===== config.mk =====
export PLATFORM = sky130hd
export DESIGN_NAME = fs_chunk_seq
export DESIGN_NICKNAME = d
export VERILOG_FILES = /design/src/rtl/fs_chunk_seq_pkg.sv /design/src/rtl/fs_Nb.sv /design/src/rtl/fs_chunk_seq.sv
export SDC_FILE = /design/constraint.sdc
export NUM_CORES = 1
export LEC_CHECK = 0
export CORE_ASPECT_RATIO = 1.75
export CORE_MARGIN = 3
export CORE_UTILIZATION = 50
export DETAILED_ROUTE_END_ITERATION = 10
export MAX_ROUTING_LAYER = met4
export PLACE_DENSITY = 0.8
export SKIP_CTS_REPAIR_TIMING = 1
export SLEW_MARGIN = 40
export SYNTH_ARGS = -nofsm -noshare
export SYNTH_HDL_FRONTEND = slang
export SYNTH_HIERARCHICAL = 1
export SYNTH_SLANG_ARGS = --single-unit

===== constraint.sdc =====
create_clock -name CLK -period 8.14 [get_ports CLK]
set_input_delay 0.814 -clock CLK [delete_from_list [all_inputs] [get_ports CLK]]
set_output_delay 0.814 -clock CLK [all_outputs]
set_load 0.02 [all_outputs]

===== src/rtl/fs_chunk_seq_pkg.sv =====
// Shared state encodings and elaboration helpers for the chunked subtractor.
package fs_chunk_seq_pkg;

    // 2'd3 is unused and is treated as IDLE by the sequencer.
    typedef enum logic [1:0] {
        ST_IDLE = 2'd0,
        ST_RUN  = 2'd1,
        ST_DONE = 2'd2
    } state_e;

    function automatic int clog2_min1(input int n);
        int r;
        r = 0;
        for (int v = n - 1; v > 0; v = v >> 1) begin
            r++;
        end
        return (r < 1) ? 1 : r;
    endfunction

endpackage


===== src/rtl/fs_Nb.sv =====
// WIDTH-bit full subtractor: SUB = IN0 - IN1 - BORROW_IN, BORROW_OUT flags underflow.
module fs_Nb #(
    parameter int WIDTH = 2
) (
    input  logic [WIDTH-1:0] IN0,
    input  logic [WIDTH-1:0] IN1,
    input  logic             BORROW_IN,
    output logic [WIDTH-1:0] SUB,
    output logic             BORROW_OUT
);

    // A negative difference leaves the extra top bit set, which is exactly the borrow.
    assign {BORROW_OUT, SUB} = {1'b0, IN0} - {1'b0, IN1} - {{WIDTH{1'b0}}, BORROW_IN};

endmodule


===== src/rtl/fs_chunk_seq.sv =====
// Multi-cycle wide subtractor: one fs_Nb slice reused LSB chunk first, borrow carried in a register.
module fs_chunk_seq
    import fs_chunk_seq_pkg::*;
#(
    parameter int WIDTH  = 2,
    parameter int CHUNKS = 4
) (
    input  logic                      CLK,
    input  logic                      RST,
    input  logic                      START_VALID,
    output logic                      START_READY,
    input  logic [WIDTH*CHUNKS-1:0]   IN0,
    input  logic [WIDTH*CHUNKS-1:0]   IN1,
    input  logic                      BORROW_IN,
    output logic                      RESULT_VALID,
    input  logic                      RESULT_READY,
    output logic [WIDTH*CHUNKS-1:0]   SUB,
    output logic                      BORROW_OUT,
    output logic                      BUSY
);

    localparam int TW = WIDTH * CHUNKS;
    localparam int CW = clog2_min1(CHUNKS);
    localparam logic [CW-1:0] LAST_CNT = CW'(CHUNKS - 1);

    state_e          state_q, state_d;
    logic [CW-1:0]   cnt_q, cnt_d;
    logic            borrow_q, borrow_d;
    logic [TW-1:0]   op0_q, op0_d;
    logic [TW-1:0]   op1_q, op1_d;
    logic [TW-1:0]   sub_q, sub_d;

    logic [WIDTH-1:0] chunk_in0;
    logic [WIDTH-1:0] chunk_in1;
    logic [WIDTH-1:0] chunk_sub;
    logic             chunk_borrow;

    assign chunk_in0 = op0_q[int'(cnt_q) * WIDTH +: WIDTH];
    assign chunk_in1 = op1_q[int'(cnt_q) * WIDTH +: WIDTH];

    fs_Nb #(.WIDTH(WIDTH)) u_fs (
        .IN0        (chunk_in0),
        .IN1        (chunk_in1),
        .BORROW_IN  (borrow_q),
        .SUB        (chunk_sub),
        .BORROW_OUT (chunk_borrow)
    );

    always_comb begin
        state_d  = state_q;
        cnt_d    = cnt_q;
        borrow_d = borrow_q;
        op0_d    = op0_q;
        op1_d    = op1_q;
        sub_d    = sub_q;
        case (state_q)
            ST_RUN: begin
                sub_d[int'(cnt_q) * WIDTH +: WIDTH] = chunk_sub;
                borrow_d = chunk_borrow;
                if (cnt_q == LAST_CNT) begin
                    state_d = ST_DONE;
                    cnt_d   = '0;
                end else begin
                    cnt_d = cnt_q + 1'b1;
                end
            end
            ST_DONE: begin
                if (RESULT_READY) begin
                    state_d = ST_IDLE;
                end
            end
            default: begin
                // IDLE, and the unused encoding recovers as IDLE.
                state_d = ST_IDLE;
                if (START_VALID) begin
                    op0_d    = IN0;
                    op1_d    = IN1;
                    borrow_d = BORROW_IN;
                    cnt_d    = '0;
                    sub_d    = '0;
                    state_d  = ST_RUN;
                end
            end
        endcase
    end

    always_ff @(posedge CLK) begin
        if (RST) begin
            state_q  <= ST_IDLE;
            cnt_q    <= '0;
            borrow_q <= 1'b0;
            sub_q    <= '0;
        end else begin
            state_q  <= state_d;
            cnt_q    <= cnt_d;
            borrow_q <= borrow_d;
            sub_q    <= sub_d;
        end
        // Operand registers only matter once loaded on an accept, so they carry no reset.
        op0_q <= op0_d;
        op1_q <= op1_d;
    end

    assign START_READY  = (state_q != ST_RUN) && (state_q != ST_DONE);
    assign BUSY         = (state_q == ST_RUN) || (state_q == ST_DONE);
    assign RESULT_VALID = (state_q == ST_DONE);
    assign SUB          = sub_q;
    assign BORROW_OUT   = borrow_q;

endmodule


==> results of run 1 <==
[worst min-delay path, cell delays in order, from the launching register on]
cell      delay (ns)
dfxtp_1         0.31
nand2b_1        0.06
mux2i_1         0.06
[registers in the layout, summed over array words and instances, names as in the netlist]
| signal | flops |
|---|---|
| BORROW_OUT | 1 |
| SUB | 8 |
| cnt_q | 2 |
| op0_q | 8 |
| op1_q | 8 |
| state_q | 2 |
[worst paths after layout]
| kind | endpoint | from | slack, ns | cells past startpoint |
|---|---|---|---|---|
| worst max-delay path | SUB[7] | cnt_q[0] | 5.07 | 8 |
| worst min-delay path | SUB[3] | SUB[3] | 0.48 | 2 |
| worst max register to register | SUB[7] | cnt_q[0] | 5.07 | 8 |
| worst min register to register | SUB[3] | SUB[3] | 0.48 | 2 |
[power by group]
| group | internal (mW) | leakage [nW] | switching [mW] | total [mW] |
|---|---|---|---|---|
| Sequential | 0.163 | 0.260 | 0.00387 | 0.167 |
| Combinational | 0.0243 | 0.384 | 0.0222 | 0.0466 |
| Clock | 0.0587 | 0.0439 | 0.0527 | 0.111 |
[logic make-up after synthesis]
group,after synthesis,synth area share (%)
simple gates,30,14.6
flops,29,51.3
buf+inv,18,5.89
compound gates,17,7.63
fa+ha+maj,10,9.71
mux,9,10.8
[cell usage in the layout, fill, tap and decap left out, types with 3 or more instances in the layout]
master            n
edfxtp_1         16
nand2b_1          9
clkbuf_8          5
a21oi_1           6
clkdlybuf4s50_1  32
nand2_1           3
o21ai_0           3
inv_1            13
ha_1              8
nor2_1            3
mux4_1            4
mux2i_1           4
dfxtp_1          13
nand4_1           3
[layer usage]
metal  up-vias  part of all wire (%)
met5         -                     0
li1        478                     -
met3        12                   6.3
met1       471                    35
met4         0                   3.2
met2        42                    55
[layout make-up]
class                      count  area, µm²  area share (%)
multi-input combinational     66        618            33.4
timing repair buffer          32        320            17.3
clock inverter                 3       17.5           0.948
tap                           27       33.8            1.83
inverter                      13       48.8            2.64
clock buffer                   5       68.8            3.72
sequential                    29        741            40.1
==> flow_summary.yaml, run 1 <==
clock_tree:
  cts_sinks: 29
  insertion_delay_ns: 0.28
  cts_tree: "done"
  path_clk_slew_ns: 0.06
  cts_max_level: 2
  clockBufferDepth: 2
  numCtsBuffers: 5
  cts-root-buf: "clkbuf_8"
synthesis:
  synth_top_area_cell: "edfxtp_1"
  yosys_most_used_dff: "edfxtp_1"
  ys_top_cells_by_area: "edfxtp_1 (33%), dfxtp_1 (18%), mux4_1 (7.3%)"
  syn_area_mm2: 0.00144
  ys_async_sr_fraction_pct: 0
  ys_seq_elements: 29
  syn-mean-instance-area_um2: 12.8
  synth_commonest_cells: "edfxtp_1 (16), dfxtp_1 (13), inv_1 (13)"
  synth_top_area_share_pct: 33.3
  synth.most_common_cell: "edfxtp_1"
  syn_nets: 144
  ys.warnings.count: 6
  seq_area_frac_synth_pct: 51.3
  ys_types: 34
  synth_edf_count: 16
  syn_inst: 113
global_route:
  gr-usage-met2_pct: 27.3
  grt_use_met3_pct: 6.34
  gr-usage-all-layers_pct: 17.1
  grt_max_degree: 18
  grt_most_used_layer: "met2"
  use_met1_pct: 16.8
  antenna_found_initial: 0
  grt_pass1_wl_mm: 4.24
  gr-total-overflow: 0
  grt_pass1_vias: 957
cells_and_area:
  nNetsFinal: 178
  drive_gt1_share_pct: 7.43
  finalInstanceArea_mm2: 0.00185
  final_util_pct: 67.9
  area_growth_pct: 28.0
  layoutNonFillerInstCount: 175
  n_antenna_cell: 0
  nFillCells: 208
timing:
  skew_ns: 0.00326
  finalSetupViolCount: 0
  fin_crit_ns: 3.07
  tightest_slew_ns: 0.676
  max-slew-margin-rel_pct: 54.9
  maxSlewViolCount: 0
  setup_slack_ns: 5.07
  fin_crit_sh_pct: 37.7
  finalSetupTns_ns: 0
  hold_slack_ns: 0.477
  hold_viol: 0
  max_freq_mhz: 326
  rsz0062_at_grt: "no"
critical_path:
  slowest_stage: "dfxtp_1"
  critPathTopFamily: "adder cells"
  arrival_ns: 3.27
  worstPathCellList: "mux4_1, fa_1, inv_1, fa_1, inv_1, nand4bb_1, or4_1, o21ai_0"
  critPathBufInv: 2
  cp_data_required_time_ns: 8.34
  cp-start-kind: "flip-flop"
  critPathKind: "flip-flop to flip-flop"
  crit_fanout: 14
  critPathMaxStageDelay_ns: 0.67
  end_kind: "flip-flop"
die:
  io_pins: 33
  start_util_pct: 53.1
  die-area_mm2: 0.00359
  num_rows: 25
  die_x_um: 46.6
  fp.coreArea_mm2: 0.00272
  die_h_um: 77.1
placed_design:
  gp_congestion: 0.859
  place_inst: 167
  pre_cts_slack_ns: 5.13
  portBuffers: 32
  dpl_cell_area_mm2: 0.00176
  dp_hpwl_mm: 2.05
drt:
  antenna_left: 0
  drc: 0
  drt_iter0_markers: 24
  dr.pass1.iters: 4
  via_count: 1003
  wl_mm: 2.68
  routed_via_density: 5.73
  wl_per_cell_um: 15.3
worst_hold_path:
  hp-class: "flip-flop to flip-flop"
power:
  p_per_area_mw_per_mm2: 176
  leakagePower_nw: 0.687
  ir_drop_uv: 145
  power_mw: 0.325
run_status:
  status: "finished, final reports clean"
flow_run:
  maxCapViolations: 0
Power figures use the tool's default switching activity.
==> run 2, diff against run 1 <==
--- a/config.mk
+++ b/config.mk
@@ -7,10 +7,10 @@
 export LEC_CHECK = 0
 export CORE_ASPECT_RATIO = 1.75
 export CORE_MARGIN = 3
-export CORE_UTILIZATION = 50
+export CORE_UTILIZATION = 49
 export DETAILED_ROUTE_END_ITERATION = 10
 export MAX_ROUTING_LAYER = met4
-export PLACE_DENSITY = 0.8
+export PLACE_DENSITY = 0.78
 export SKIP_CTS_REPAIR_TIMING = 1
 export SLEW_MARGIN = 40
 export SYNTH_ARGS = -nofsm -noshare
==> constraint.sdc (replaced) <==
create_clock -name CLK -period 2.9 [get_ports CLK]
set_input_delay 0.29 -clock CLK [delete_from_list [all_inputs] [get_ports CLK]]
set_output_delay 0.29 -clock CLK [all_outputs]
set_load 0.02 [all_outputs]
==> run 2 against run 1 <==
  * Cell count grew 0.57%
  * Register-to-register slack worse by 4.8 ns
  * Wire length grew 9.0%
  * Die area increased by 1.8%
  * Worst hold slack got worse by 0.0056 ns
  * Design area up 2.2%
  * Clock-buffer cell count increased by 1
  * Largest cell class unchanged
  * Critical path depth unchanged
  * Flip-flop and latch count did not move
==> flow_summary.yaml, run 2 (same netlist as run 1, synthesis figures left out) <==
cells_and_area:
  final_common_cell: "clkdlybuf4s50_1"
  drive_gt1_share_pct: 8.05
  final_util_pct: 68.6
  area_growth_pct: 30.8
  n_antenna_cell: 0
  mostFrequentLayoutCells: "clkdlybuf4s50_1 (32), edfxtp_1 (16), dfxtp_1 (13), inv_1 (13), nand2b_1 (9)"
  nFillCells: 204
  finalInstanceArea_mm2: 0.00189
  nNetsFinal: 179
timing:
  hold_viol: 0
  fin_crit_sh_pct: 90.1
  maxSlewViolCount: 0
  rsz0062_at_grt: "no"
  skew_ns: 0.00670
  finalSetupTns_ns: 0
  finalSetupViolCount: 0
  fin_crit_ns: 2.61
  max-slew-margin-rel_pct: 54.9
  setup_slack_ns: 0.287
  max_freq_mhz: 383
  tightest_slew_ns: 0.676
drt:
  drt_iter0_markers: 19
  wl_mm: 2.92
  routed_via_density: 5.78
  wl_per_cell_um: 16.6
  drc: 0
  via_count: 1018
  antenna_left: 0
  dr.pass1.iters: 4
power:
  leakagePower_nw: 0.706
  ir_drop_uv: 422
  p_per_area_mw_per_mm2: 550
  power_mw: 1.04
placed_design:
  dpl_cell_area_mm2: 0.00177
  portBuffers: 32
  pre_cts_slack_ns: 0.299
  dp_hpwl_mm: 2.21
  gp_congestion: 0.888
global_route:
  grt_pass1_wl_mm: 4.66
  grt_max_degree: 18
  gr-total-overflow: 0
  use_met1_pct: 16.9
  grt_pass1_vias: 1076
  gr-usage-all-layers_pct: 19.0
  antenna_found_initial: 0
  grt_use_met3_pct: 5.10
  gr-usage-met2_pct: 31.5
  grt_most_used_layer: "met2"
critical_path:
  worstPathCellList: "mux4_1, fa_1, inv_1, fa_1, inv_1, nand4bb_1, or4_1, o21ai_0"
  cp-start-kind: "flip-flop"
  slowest_stage: "mux4_1"
  critPathMaxStageDelay_ns: 0.60
  crit_fanout: 3
  critPathKind: "flip-flop to flip-flop"
  cp_data_required_time_ns: 3.12
  end_kind: "flip-flop"
  arrival_ns: 2.83
clock_tree:
  insertion_delay_ns: 0.29
  cts_sinks: 29
  cts-root-buf: "clkbuf_8"
  cts_max_level: 2
  numCtsBuffers: 5
  cts_tree: "done"
  path_clk_slew_ns: 0.07
  clockBufferDepth: 2
worst_hold_path:
  hp-class: "flip-flop to flip-flop"
die:
  start_util_pct: 52.5
  die_h_um: 77.8
  num_rows: 25
  fp.coreArea_mm2: 0.00275
  io_pins: 33
  die-area_mm2: 0.00366
  die_x_um: 47.0
flow_run:
  maxCapViolations: 0
run_status:
  status: "finished, final reports clean"
==> run 2: critical path: cells and delay by family, from the launching register on <==
kind                       cells  cell delay (ns)
AOI/OAI and AO/OA              1             0.08
adders and majority gates      2             0.85
buffers and inverters          2             0.18
DFF                            1             0.34
muxes                          1             0.60
and+or+nand+nor                2             0.51
==> run 2: final cells by class <==
| class | count | area (µm²) | share of cell area (%) |
|---|---|---|---|
| clock buffer | 6 | 82.6 | 4.37 |
| clock inverter | 2 | 37.5 | 1.99 |
| inverter | 13 | 48.8 | 2.58 |
| multi-input combinational | 66 | 618 | 32.7 |
| sequential | 29 | 741 | 39.2 |
| tap | 27 | 33.8 | 1.79 |
| timing repair buffer | 33 | 328 | 17.4 |
==> run 2: worst paths after layout <==
kind,depth (start not counted),startpoint,slack (ns),to
hold reg to reg,2,SUB[6],0.47,SUB[6]
setup / recovery,8,cnt_q[0],0.29,SUB[7]
hold / removal,2,SUB[6],0.47,SUB[6]
setup reg to reg,8,cnt_q[0],0.29,SUB[7]
==> run 2: power breakdown <==
| group | switching (mW) | total (mW) | internal, mW |
|---|---|---|---|
| clock | 0.159 | 0.438 | 0.279 |
| sequential | 0.00695 | 0.463 | 0.456 |
| combinational | 0.0676 | 0.137 | 0.0697 |
| total | 0.234 | 1.04 | 0.805 |
==> run 2: routing by layer <==
layer	vias to the layer above	wire (µm)
li1	483	-
met1	474	961
met2	46	1670
met3	15	149
met4	0	138
met5	-	0
==> run 2: metrics by stage <==
step | std cells | hold WS, ns
finish | 176 | 0.471
global route | 176 | 0.500
CTS | 176 | 0.475
detailed placement | 168 | 0.461
global placement | 168 | 0.460
floorplan | 113 | 0.389
